**config.mk**
```make
export PLATFORM = sky130hd
export DESIGN_NAME = round_controller
export DESIGN_NICKNAME = d
export VERILOG_FILES = /design/src/rtl/round_controller.sv
export SDC_FILE = /design/constraint.sdc
export NUM_CORES = 1
export LEC_CHECK = 0
export ABC_AREA = 1
export CAP_MARGIN = 0
export CORE_MARGIN = 2
export CORE_UTILIZATION = 40
export CTS_CLUSTER_DIAMETER = 120
export DETAILED_ROUTE_END_ITERATION = 8
export GPL_ROUTABILITY_DRIVEN = 0
export PLACE_DENSITY = 0.65
export SLEW_MARGIN = 20
export SYNTH_ARGS = -nofsm -noshare
export SYNTH_HDL_FRONTEND = slang
export SYNTH_SLANG_ARGS = --single-unit
export TNS_END_PERCENT = 30
```
**constraint.sdc**
```tcl
create_clock -name clock -period 1.8 [get_ports clock]
set_input_delay 0.45 -clock clock [delete_from_list [all_inputs] [get_ports clock]]
set_output_delay 0.45 -clock clock [all_outputs]
set_load 0.05 [all_outputs]
```
**src/rtl/round_controller.sv**
```systemverilog
// Match sequencer for SpyMangler: gates player entry, latches the setter's code,
// runs the breaker's guess phase under an attempt limit and timeout, and keeps score.
module round_controller #(
  parameter int unsigned MAX_ATTEMPTS   = 3,
  parameter int unsigned TIMEOUT_CYCLES = 1000,
  parameter int unsigned WIN_SCORE      = 3,
  parameter int unsigned SCORE_W        = 4
) (
  input  logic               clock,
  input  logic               resetn,
  input  logic               start,
  input  logic               p1_done,
  input  logic [9:0]         p1_value,
  input  logic [1:0]         p2_correct,
  input  logic               p2_complete,
  output logic [2:0]         phase,
  output logic               p1_enable,
  output logic               p2_enable,
  output logic               p2_clear,
  output logic [9:0]         code_out,
  output logic [3:0]         attempts_left,
  output logic [SCORE_W-1:0] p1_score,
  output logic [SCORE_W-1:0] p2_score,
  output logic               round_done,
  output logic [1:0]         winner
);

  localparam int unsigned CODE_W    = 10;
  localparam int unsigned ATTEMPT_W = 4;
  localparam int unsigned TIMER_W   = $clog2(TIMEOUT_CYCLES);

  localparam logic [TIMER_W-1:0]   TIMER_RELOAD  = TIMER_W'(TIMEOUT_CYCLES - 1);
  localparam logic [ATTEMPT_W-1:0] ATTEMPTS_INIT = ATTEMPT_W'(MAX_ATTEMPTS);
  localparam logic [SCORE_W-1:0]   SCORE_MAX     = '1;
  localparam logic [SCORE_W-1:0]   SCORE_TARGET  = SCORE_W'(WIN_SCORE);

  localparam logic [1:0] RES_CORRECT   = 2'b01;
  localparam logic [1:0] RES_INCORRECT = 2'b10;
  localparam logic [1:0] WINNER_NONE   = 2'b00;
  localparam logic [1:0] WINNER_P1     = 2'b01;
  localparam logic [1:0] WINNER_P2     = 2'b10;

  typedef enum logic [2:0] {
    S_IDLE     = 3'd0,
    S_P1_ENTRY = 3'd1,
    S_ARM      = 3'd2,
    S_GUESS    = 3'd3,
    S_WIN      = 3'd4,
    S_LOSE     = 3'd5,
    S_OVER     = 3'd6
  } state_t;

  state_t               r_state;
  logic [CODE_W-1:0]    r_code;
  logic [ATTEMPT_W-1:0] r_attempts;
  logic [TIMER_W-1:0]   r_timer;
  logic [SCORE_W-1:0]   r_p1_score;
  logic [SCORE_W-1:0]   r_p2_score;
  logic [1:0]           r_winner;
  logic                 r_round_done;
  logic                 r_p1_enable;
  logic                 r_p2_enable;
  logic                 r_p2_clear;

  state_t               w_next_state;
  logic [CODE_W-1:0]    w_code;
  logic [ATTEMPT_W-1:0] w_attempts;
  logic [TIMER_W-1:0]   w_timer;
  logic [SCORE_W-1:0]   w_p1_score;
  logic [SCORE_W-1:0]   w_p2_score;
  logic [1:0]           w_winner;
  logic [SCORE_W-1:0]   w_p1_inc;
  logic [SCORE_W-1:0]   w_p2_inc;

  // State and datapath registers; enables are registered from the next state.
  always_ff @(posedge clock) begin
    if (resetn) begin
      r_state      <= S_IDLE;
      r_code       <= '0;
      r_attempts   <= '0;
      r_timer      <= '0;
      r_p1_score   <= '0;
      r_p2_score   <= '0;
      r_winner     <= WINNER_NONE;
      r_round_done <= 1'b0;
      r_p1_enable  <= 1'b0;
      r_p2_enable  <= 1'b0;
      r_p2_clear   <= 1'b0;
    end else begin
      r_state      <= w_next_state;
      r_code       <= w_code;
      r_attempts   <= w_attempts;
      r_timer      <= w_timer;
      r_p1_score   <= w_p1_score;
      r_p2_score   <= w_p2_score;
      r_winner     <= w_winner;
      r_round_done <= (r_state == S_WIN) || (r_state == S_LOSE);
      r_p1_enable  <= (w_next_state == S_P1_ENTRY);
      r_p2_enable  <= (w_next_state == S_GUESS);
      r_p2_clear   <= (w_next_state == S_ARM);
    end
  end

  // Next-state and datapath update.
  always_comb begin
    w_next_state = r_state;
    w_code       = r_code;
    w_attempts   = r_attempts;
    w_timer      = r_timer;
    w_p1_score   = r_p1_score;
    w_p2_score   = r_p2_score;
    w_winner     = r_winner;
    w_p1_inc     = (r_p1_score == SCORE_MAX) ? r_p1_score : r_p1_score + SCORE_W'(1);
    w_p2_inc     = (r_p2_score == SCORE_MAX) ? r_p2_score : r_p2_score + SCORE_W'(1);

    case (r_state)
      S_IDLE: begin
        if (start) w_next_state = S_P1_ENTRY;
      end
      S_P1_ENTRY: begin
        if (p1_done && (p1_value != '0)) begin
          w_code       = p1_value;
          w_attempts   = ATTEMPTS_INIT;
          w_next_state = S_ARM;
        end
      end
      S_ARM: begin
        w_timer      = TIMER_RELOAD;
        w_next_state = S_GUESS;
      end
      S_GUESS: begin
        if (p2_complete) begin
          w_next_state = S_WIN;
        end else if (p2_correct == RES_INCORRECT) begin
          // A wrong symbol costs an attempt; the retry goes back through ARM.
          if (r_attempts <= ATTEMPT_W'(1)) begin
            w_attempts   = '0;
            w_next_state = S_LOSE;
          end else begin
            w_attempts   = r_attempts - ATTEMPT_W'(1);
            w_next_state = S_ARM;
          end
        end else if (r_timer == '0) begin
          w_next_state = S_LOSE;
        end else if (p2_correct == RES_CORRECT) begin
          w_timer = TIMER_RELOAD;
        end else begin
          w_timer = r_timer - TIMER_W'(1);
        end
      end
      S_WIN: begin
        w_p2_score = w_p2_inc;
        if (w_p2_inc >= SCORE_TARGET) begin
          w_winner     = WINNER_P2;
          w_next_state = S_OVER;
        end else begin
          w_next_state = S_P1_ENTRY;
        end
      end
      S_LOSE: begin
        w_p1_score = w_p1_inc;
        if (w_p1_inc >= SCORE_TARGET) begin
          w_winner     = WINNER_P1;
          w_next_state = S_OVER;
        end else begin
          w_next_state = S_P1_ENTRY;
        end
      end
      S_OVER: begin
        if (start) begin
          w_p1_score   = '0;
          w_p2_score   = '0;
          w_winner     = WINNER_NONE;
          w_next_state = S_P1_ENTRY;
        end
      end
      default: begin
        w_next_state = S_IDLE;
      end
    endcase
  end

  assign phase         = r_state;
  assign p1_enable     = r_p1_enable;
  assign p2_enable     = r_p2_enable;
  assign p2_clear      = r_p2_clear;
  assign code_out      = r_code;
  assign attempts_left = r_attempts;
  assign p1_score      = r_p1_score;
  assign p2_score      = r_p2_score;
  assign round_done    = r_round_done;
  assign winner        = r_winner;

endmodule
```
==> results.txt <==
Dividing the detail-routed wire length by the instance count gives 10.97 µm. For this run, the top clock speed supported by timing is 585.1 MHz. Launching instance or port of the critical path: p2_correct[1]. The startpoint identified for the worst register-to-register timing path is p1_score[0]. The tools report the sequential cell area as 828.3 µm². After filler insertion, the fill cell instance count of the layout stands at 584. For this design, the CTS-stage hold fixing added 0 buffers.

The run gives 0 as the number of max-slew violations in the final report. In this run the critical register-to-register path is captured at p1_enable. Vertical die dimension: 79.06 µm. Number of unique standard cell types used by synthesis: 28.

The share of synthesized flip-flops with an asynchronous set or reset came out at 0. After detailed routing, the number of vias per cell comes to 4.865. The type of origin of the critical path was an input pin. The main flop type after synthesis is sky130_fd_sc_hd__dfxtp_1. The initialized floorplan defines 27 standard-cell rows.

The power per cell area works out to 825.1 nW/µm². The total via count after detailed routing was 2,379. The logs give 0.003337 ns for the worst setup skew after layout and 0 for the count of endpoints failing hold in the final timing report. The number of instances in the synthesized netlist was 351; the worst voltage drop across the vdd grid was 0.5170 mV. The total nets after synthesis was 374; the fraction of the cycle the final worst path needs was 0.9495. The run finished with clean final reports.

Counting along the longest clock path gives a buffer depth of 2. Hold timing on the final database bottoms out at a slack of 0.4497 ns. The data required time of the worst path was 1.99 ns.

Following the worst setup path forward leads to its endpoint at attempts_left[2]. Setup repair after global routing could not meet its margin everywhere. The clock slew seen by the registers of the worst setup and hold paths came out at 0.08 ns. By area the synthesized netlist is led by sky130_fd_sc_hd__dfxtp_1 36%, sky130_fd_sc_hd__nand2_1 13%, sky130_fd_sc_hd__a21oi_1 8.7%. At the worst endpoint, the arrival time is 1.90 ns.

The total wire length is 5.363 mm, and the number of synthesis warnings is 0. For this run, the post-layout net count is 439. By instance count, the leading cell after synthesis is sky130_fd_sc_hd__nand2_1. First-pass detailed-route iteration total: 5.

Detailed placement finished with a half-perimeter wire length of 4.024 mm. The number of buffers inserted by port buffering came out at 47. The type of the worst min-delay path is flip-flop to flip-flop.

TritonCTS built the clock tree. Max-cap violations in this run came to 0. The clock period minus worst slack was 1.709 ns; the placed cell count was 479. The core region is 5473 µm². The synthesized design spends more area on one cell type than any other, namely sky130_fd_sc_hd__dfxtp_1. The share of final-layout standard cells stronger than drive strength 1 is 0.2062, and the post-route non-filler standard cell count is 489. Setup violations remaining at the end of the flow were counted as 0. The average cell area after synthesis works out to 6.420 µm². The via count of the first global-routing pass was 2,071; the maximum number of pins on one net before global-route repair was 23. The number of antenna diodes is 0, and the setup slack of the worst register-to-register path is 0.11 ns. The I/O pin count is 48.

The die area was 6250 µm²; the area of the multi-input gates was 1251 µm². The tools report the worst relative slew slack as 0.6603. The total overflow reported by the global router was 0. The start-to-end type of the worst setup path is input pin to flip-flop. Clock latency on the worst-skew pair, taken at its later pin, is 0.29 ns.

The H-tree was split into 2 levels. The commonest cells after synthesis are 81 x sky130_fd_sc_hd__nand2_1, 48 x sky130_fd_sc_hd__inv_1, 41 x sky130_fd_sc_hd__dfxtp_1, 40 x sky130_fd_sc_hd__nor2_1, 39 x sky130_fd_sc_hd__a21oi_1. The number of cells on the worst reg-to-reg path is 10. After detailed routing, the number of remaining DRC violations is 0.

The logs give 0.1761 for the global-route usage over all layers and 0 for the initial antenna violation count. The clock net in this run drives a total of 41 sinks. Horizontal die dimension: 79.06 µm.

The share of the synthesized area in the top cell type was 0.3642. Transition time at the pin with the least slew margin: 0.5057 ns. The residual antenna-violating net count after detailed routing is 0, and the reported leakage power is 1.365 nW. The growth of design area from synthesis to finish was 36.15%. The sequential share of the synthesized area was 0.3642; the count of routing violations after the opening detailed-route iteration was 96.

Counting flops with a built-in enable in the synthesized netlist gives 0. The clock tree root buffer cell is sky130_fd_sc_hd__clkbuf_8. The synthesized design contains 41 register bits. The first global-routing pass estimated 8.852 mm of wire. The cell area that synthesis handed to floorplanning was 2253 µm².

For the initial standard-cell utilization of the core, the log shows 0.4118. Of all nets on the critical path, the largest fanout is 6. The number of buffers inserted during clock tree synthesis was 5. Critical path endpoint category: a flip-flop.
how the worst min path moves through the flow:
stage / startpoint / endpoint / slack (ns) / depth (start not counted)
after floorplan: r_timer[4] / r_timer[4] / 0.45 / 2
after global placement: code_out[1] / code_out[1] / 0.43 / 2
after detailed placement: code_out[3] / code_out[3] / 0.44 / 2
after CTS: code_out[3] / code_out[3] / 0.45 / 2
after global routing: code_out[3] / code_out[3] / 0.47 / 2
final: code_out[3] / code_out[3] / 0.45 / 2
cell type report:
class,instances,area share
well taps,72,0.02936
clock buffers,7,0.02814
repair buffers,65,0.1937
clock inverters,1,0.009788
multi-input cells,253,0.4078
inverters,50,0.06117
flip-flops and latches,41,0.2700
where the power goes:
part	leakage (nW)	internal (mW)	switching [mW]
registers	0.336	0.969	0.0448
logic	0.970	0.284	0.466
clock network	0.0585	0.452	0.315
total	1.36	1.71	0.826
layer usage:
layer  wire length (µm)  global-route usage  vias up  share of wire
met4                 69             0.05690        0          0.013
met2               2475              0.2924       51           0.46
met1               2500              0.2222     1061           0.47
li1                   -                   -     1260              -
met3                318             0.04659        7          0.059
met5                  0                   0        -              0
critical path, stage by stage:
cell and delay [ns]:
sky130_fd_sc_hd__clkdlybuf4s50_1 0.45, sky130_fd_sc_hd__inv_1 0.05, sky130_fd_sc_hd__nor2_1 0.11, sky130_fd_sc_hd__buf_4 0.15, sky130_fd_sc_hd__a21oi_1 0.06, sky130_fd_sc_hd__nor2_1 0.18
sky130_fd_sc_hd__nand2_4 0.10, sky130_fd_sc_hd__buf_4 0.14, sky130_fd_sc_hd__nor3_1 0.13, sky130_fd_sc_hd__nor2_1 0.07
cells by family after synthesis:
family	after synthesis	synth area share
compound gates	74	0.1694
xor+xnor	2	0.007775
fa+ha+maj	6	0.03331
buf+inv	57	0.09995
flops	41	0.3642
simple gates	171	0.3254
what timing repair did:
action,in CTS,in global routing
setup buffers,0,2
gates resized for setup,0,17
endpoints found under the setup margin,0,8
metrics by stage:
stage,power [mW],utilization,worst slack [ns],setup TNS [ns],cell area [µm²]
after CTS,2.539,0.5492,0.005784,0,3005
after global placement,1.748,0.5279,-0.2297,-3.711,2889
final,2.531,0.5606,0.09091,0,3068
after detailed placement,1.754,0.5279,-0.2499,-4.654,2889
after floorplan,1.519,-,0.004525,0,2261
after global routing,2.691,0.5606,-0.03045,-0.07590,3068
cells in the final DEF (no fill, tap or decap), types with 2 or more instances in the layout:
cell,instances
sky130_fd_sc_hd__inv_1,48
sky130_fd_sc_hd__xor2_1,2
sky130_fd_sc_hd__clkdlybuf4s50_1,16
sky130_fd_sc_hd__buf_12,5
sky130_fd_sc_hd__inv_2,2
sky130_fd_sc_hd__a21oi_1,37
sky130_fd_sc_hd__nor3_1,4
sky130_fd_sc_hd__a21oi_2,2
sky130_fd_sc_hd__nor2_1,36
sky130_fd_sc_hd__dfxtp_1,35
sky130_fd_sc_hd__nor2_2,8
sky130_fd_sc_hd__buf_4,43
sky130_fd_sc_hd__nand4_1,3
sky130_fd_sc_hd__ha_1,6
sky130_fd_sc_hd__o21ai_0,26
sky130_fd_sc_hd__o21ai_2,2
sky130_fd_sc_hd__dfxtp_2,6
sky130_fd_sc_hd__o21ai_1,4
sky130_fd_sc_hd__clkbuf_8,6
sky130_fd_sc_hd__nand2_2,3
sky130_fd_sc_hd__nor3_2,3
sky130_fd_sc_hd__nand2_1,80
sky130_fd_sc_hd__nand3_1,27
sequential cells by signal, summed over array words and instances, names as in the netlist, 2 cells and up:
name           cells
p1_score           4
winner             2
r_timer           10
attempts_left      4
code_out          10
p2_score           4
phase              3
No activity file was read; power rests on OpenSTA's default activity.
